$ cat src/rtl/fft_stage_controller.sv
// ============================================================================
// fft_stage_controller
//   Sequences a shared radix-2 butterfly over an in-place N-point DIT FFT.
//   Rev 1.0 - initial release
// ============================================================================
`default_nettype none

module fft_stage_controller #(
  parameter int LOG2N        = 4,
  parameter int BFLY_LATENCY = 3,
  parameter int RD_LATENCY   = 1
) (
  input  logic             clk,
  input  logic             rst,
  input  logic             i_start,
  output logic             o_busy,
  output logic             o_done,
  output logic [LOG2N-1:0] o_stage,
  output logic             o_rd_en,
  output logic [LOG2N-1:0] o_rd_addr_a,
  output logic [LOG2N-1:0] o_rd_addr_b,
  output logic [LOG2N-2:0] o_tw_addr,
  output logic             o_wr_en,
  output logic [LOG2N-1:0] o_wr_addr_a,
  output logic [LOG2N-1:0] o_wr_addr_b
);

  localparam int D  = RD_LATENCY + BFLY_LATENCY;
  localparam int DW = (D > 1) ? $clog2(D) : 1;
  localparam logic [LOG2N-2:0] K_LAST = '1;
  localparam logic [LOG2N-1:0] S_LAST = LOG2N'(LOG2N - 1);
  localparam logic [DW-1:0]    D_LAST = DW'(D - 1);

  typedef enum logic [1:0] {IDLE, READ, DRAIN, DONE} state_t;

  state_t           state, state_n;
  logic [LOG2N-2:0] k, k_n;
  logic [LOG2N-1:0] s, s_n;
  logic [DW-1:0]    dcnt, dcnt_n;
  logic             rd_n;
  logic [LOG2N-1:0] kx, half, a_n, b_n;
  logic [LOG2N-2:0] pos, tw_n;

  always_comb begin
    state_n = state;
    k_n     = k;
    s_n     = s;
    dcnt_n  = dcnt;
    case (state)
      IDLE: begin
        if (i_start) begin
          state_n = READ;
          k_n     = '0;
          s_n     = '0;
        end
      end
      READ: begin
        if (k == K_LAST) begin
          state_n = DRAIN;
          dcnt_n  = '0;
        end else begin
          k_n = k + 1'b1;
        end
      end
      DRAIN: begin
        // Leave DRAIN on the cycle the stage's last write is on the port.
        if (dcnt == D_LAST) begin
          if (s == S_LAST) begin
            state_n = DONE;
          end else begin
            state_n = READ;
            s_n     = s + 1'b1;
            k_n     = '0;
          end
        end else begin
          dcnt_n = dcnt + 1'b1;
        end
      end
      DONE:    state_n = IDLE;
      default: state_n = IDLE;
    endcase

    rd_n = (state_n == READ);

    // Insert a zero bit at position s of k to get the upper operand address.
    kx   = {1'b0, k_n};
    half = {{(LOG2N-1){1'b0}}, 1'b1} << s_n;
    pos  = k_n & (half[LOG2N-2:0] - 1'b1);
    a_n  = ((kx >> s_n) << (s_n + 1'b1)) | {1'b0, pos};
    b_n  = a_n + half;
    tw_n = pos << (S_LAST - s_n);
  end

  always_ff @(posedge clk or posedge rst) begin
    if (rst) begin
      state       <= IDLE;
      k           <= '0;
      s           <= '0;
      dcnt        <= '0;
      o_busy      <= 1'b0;
      o_done      <= 1'b0;
      o_stage     <= '0;
      o_rd_en     <= 1'b0;
      o_rd_addr_a <= '0;
      o_rd_addr_b <= '0;
      o_tw_addr   <= '0;
    end else begin
      state   <= state_n;
      k       <= k_n;
      s       <= s_n;
      dcnt    <= dcnt_n;
      o_busy  <= (state_n != IDLE);
      o_done  <= (state_n == DONE);
      o_stage <= (state_n == IDLE) ? '0 : s_n;
      o_rd_en <= rd_n;
      if (rd_n) begin
        o_rd_addr_a <= a_n;
        o_rd_addr_b <= b_n;
      end
      o_tw_addr <= rd_n ? tw_n : '0;
    end
  end

  logic [D-1:0]     en_pipe;
  logic [LOG2N-1:0] wa_pipe [D];
  logic [LOG2N-1:0] wb_pipe [D];

  // Write-back delay line matched to the read plus butterfly latency.
  always_ff @(posedge clk or posedge rst) begin
    if (rst) begin
      en_pipe <= '0;
      for (int i = 0; i < D; i++) begin
        wa_pipe[i] <= '0;
        wb_pipe[i] <= '0;
      end
    end else begin
      en_pipe[0] <= o_rd_en;
      wa_pipe[0] <= o_rd_addr_a;
      wb_pipe[0] <= o_rd_addr_b;
      for (int i = 1; i < D; i++) begin
        en_pipe[i] <= en_pipe[i-1];
        wa_pipe[i] <= wa_pipe[i-1];
        wb_pipe[i] <= wb_pipe[i-1];
      end
    end
  end

  assign o_wr_en     = en_pipe[D-1];
  assign o_wr_addr_a = wa_pipe[D-1];
  assign o_wr_addr_b = wb_pipe[D-1];

endmodule

`default_nettype wire
$ cat config.mk
export PLATFORM = sky130hd
export DESIGN_NAME = fft_stage_controller
export DESIGN_NICKNAME = d
export VERILOG_FILES = /design/src/rtl/fft_stage_controller.sv
export SDC_FILE = /design/constraint.sdc
export NUM_CORES = 1
export LEC_CHECK = 0
export ABC_AREA = 1
export BUFFER_PORTS_ARGS = -buffer_cell sky130_fd_sc_hd__buf_2
export CORE_MARGIN = 2
export CORE_UTILIZATION = 40
export DETAILED_ROUTE_END_ITERATION = 10
export GPL_ROUTABILITY_DRIVEN = 1
export HOLD_SLACK_MARGIN = 0.08
export SKIP_LAST_GASP = 1
export SYNTH_ARGS = -nofsm -noshare
export SYNTH_HDL_FRONTEND = slang
export SYNTH_SLANG_ARGS = --single-unit
$ cat constraint.sdc
create_clock -name clk -period 3.8 [get_ports clk]
set_input_delay 0 -clock clk [delete_from_list [all_inputs] [get_ports clk]]
set_output_delay 0 -clock clk [all_outputs]
set_load 0.02 [all_outputs]
==> results by group <==
Worst setup path
  • Critical path launch point: dcnt[0]$_DFFE_PP0P_
  • WP data arrival: 3.44 ns
  • FF-to-FF path depth: 21
  • CP startpoint kind: flip-flop
  • Setup slack, reg-to-reg: 0.59 ns
  • Critical Path Fanout Max: 6
  • CP endpoint: o_rd_addr_b[3]$_DFFE_PP0P_
  • CP max stage delay: 0.37 ns
  • Worst path slowest cell: dfrtp_1
  • CP Class: flip-flop to flip-flop
  • FF-to-FF End: o_rd_addr_b[3]$_DFFE_PP0P_
  • Critical path, cell by cell: ha_1 -> inv_1 -> nor2_4 -> nand2_4 -> nor2_4 -> nor2_8 -> inv_4 -> nand2_2 -> inv_2 -> nand2_2 -> ha_1 -> nor2_1 -> inv_1 -> nand2_1 -> ha_1 -> nand3_1 -> nand2_1 -> xor2_1 -> nand3_1 -> nand3_1 -> nand2_1
  • R2R Path Start: dcnt[0]$_DFFE_PP0P_
  • Worst Setup End Kind: flip-flop
  • Critical Path RT: 4.03 ns

Global route
  • Final global-route overflow total: 0
  • Gr usage total: 14.3%
  • Vias in the first global route: 1770
  • First-pass GRT wire length: 8120 um
  • Initial antenna violation count: 0
  • Largest net degree at the start of global routing: 45

Pwr
  • Design Power: 2.30 mW
  • Worst IR drop on VDD: 0.256 mV
  • Leak pwr: 1.60 nW
  • Power Dens Cells: 735 mW/mm^2

Yosys
  • Most frequent cell after synthesis: dfrtp_1
  • Most instantiated cells after synthesis: dfrtp_1, nand2_1, inv_1
  • Seq/Total Area, Yosys: 59.6%
  • Number of synthesized flops with an enable pin: 0
  • Main synth FF type: dfrtp_1
  • Yosys cell types: 33
  • Syn_nets: 266
  • Top cells by area, synth: dfrtp_1, nand2_1, ha_1
  • Yosys top cell area share: 59.6%
  • Synth warn: 0
  • Synth Area per Inst: 10.8 um^2
  • Syn Std Cell Area: 0.00273 mm^2
  • Synth area leader: dfrtp_1
  • Cell count after synthesis: 254
  • Asr flop ratio synth: 100%
  • Yosys reg bits: 65

Clock tree
  • Root Buffer: clkbuf_8
  • Total CTS buffers: 9
  • TritonCTS clock tree: built
  • Worst skew pair latency: 0.34 ns
  • Clk buf depth: 2
  • Worst-path clk slew: 0.08 ns
  • Resized cells post-CTS: 0
  • Clock sink total: 65
  • Clock H-tree levels: 3

Timing
  • Tightest Pin Transition: 0.888 ns
  • Setup total negative slack: 0 ns
  • Hold Slack: 0.0985 ns
  • Setup Viol. Count Final: 0
  • Final WS setup: 0.589 ns
  • Achievable Freq: 311 MHz
  • Fin crit period: 3.21 ns
  • Clock skew: 0.0111 ns
  • Unrepaired setup endpoints after global routing: false
  • Crit share post-route: 84.5%
  • Max Slew Vio Count: 0
  • Final Hold Vio Count: 0
  • Relative slew slack: 40.7%

Detailed routing
  • WL final: 4730 um
  • Vias: 1771
  • Drt drc: 0
  • Initial DRT Pass Iterations: 4
  • Via/cell ratio: 4.77
  • Final ANT Viol Nets: 0
  • Initial drt markers: 65
  • Wire per inst: 12.7 um

Flow run
  • Max-Cap Viols: 0

Placement
  • Setup WS pre-CTS: 0.644 ns
  • Gpl congestion: 0.899
  • Placed cell area: 0.00291 mm^2
  • # placed instances: 354
  • Number of port buffers: 29
  • DP HPWL: 3460 um

Die
  • Die area: 0.00751 mm^2
  • Core Rows: 30
  • CORE AREA: 0.00668 mm^2
  • Die Y: 86.6 um
  • I/O Pins: 30
  • Die width: 86.6 um
  • Initial core utilization: 40.9%

Cells and area
  • Nets: 298
  • Layout cells sized above 1: 30.2%
  • Inserted Diodes: 0
  • Finished Layout Cells: 371
  • Area Growth Syn to Fin: 14.3%
  • Post-layout util: 46.7%
  • Filler instances: 632
  • Layout Cell Area excl Fill: 0.00312 mm^2

Status
  • Status: complete, no violations

Worst hold path
  • Min-Delay Path Class: input port to flip-flop
==> worst max-delay path: cells and delay by family, from the launching register on <==
kind	cells	cell delay [ns]
simple gates	13	1.34
fa+ha+maj	3	0.79
buf+inv	4	0.40
flops	1	0.37
xor+xnor	1	0.19
==> power breakdown <==
part / switching [mW] / total (mW) / internal [mW]
Combinational: 0.445 / 0.655 / 0.210
Clock: 0.277 / 0.585 / 0.308
Sequential: 0.113 / 1.06 / 0.944
==> how the worst min path moves through the flow <==
| stage | from | end | slack (ns) | depth (start not counted) |
|---|---|---|---|---|
| after floorplan | i_start | state[0]$_DFF_PP0_ | 0.27 | 4 |
| after global placement | rst | o_done$_DFF_PP0_ | 0.25 | 2 |
| after detailed placement | rst | o_busy$_DFF_PP0_ | 0.25 | 2 |
| after CTS | i_start | state[0]$_DFF_PP0_ | 0.09 | 5 |
| after global routing | i_start | s[1]$_DFF_PP0_ | 0.12 | 4 |
| final | i_start | state[0]$_DFF_PP0_ | 0.1 | 5 |
==> what timing repair did <==
item                                   in CTS  in global routing
setup endpoints to repair                   0                  0
endpoints found under the hold margin      43                  0
hold buffers                                1                  0
setup buffers                               0                  0
==> cell type report <==
class                   count  area, um^2  share of cell area [%]
well taps                  80         100                    3.21
multi-input cells         148         911                    29.2
inverters                  31         121                    3.89
clock buffers               9         124                    3.97
flip-flops and latches     65        1630                    52.1
clock inverters             7        77.6                    2.48
repair buffers             31         163                    5.21
==> cells by family after synthesis <==
kind of cell	synth area share, %
AOI/OAI and AO/OA	5.54
xor gates and xnor gates	1.24
adders and majority gates	4.40
buffers and inverters	7.10
DFF	59.6
and+or+nand+nor	22.2
==> metal layers <==
metal  up-vias  GRT usage (%)  wire length [um]
met5         -              0                 0
met4         0           8.52                90
met3         8           3.81               170
met2        42           22.0              2290
met1       854           18.1              2170
li1        867              -                 -
==> cells in the final DEF, fill, tap and decap left out, types with 3 or more instances in the layout <==
cell / instances
o21ai_1: 3
nand2_4: 5
nor2_4: 5
dfrtp_1: 65
inv_1: 23
inv_2: 6
buf_2: 29
clkbuf_8: 9
nand2_2: 13
nor2_2: 3
a21oi_1: 7
a31oi_1: 3
ha_1: 8
nand3_1: 16
o21ai_0: 5
nor2_1: 12
nand2_1: 48
nand4_1: 5
==> sequential cells by signal (all words and copies together) (netlist names), 2 cells and up <==
name         flops
o_wr_addr_a      4
o_stage          4
state            2
k                3
o_rd_addr_a      4
o_wr_addr_b      4
o_tw_addr        3
wa_pipe         12
s                4
en_pipe          4
wb_pipe         12
dcnt             2
o_rd_addr_b      4
(Power assumes the default switching activity.)
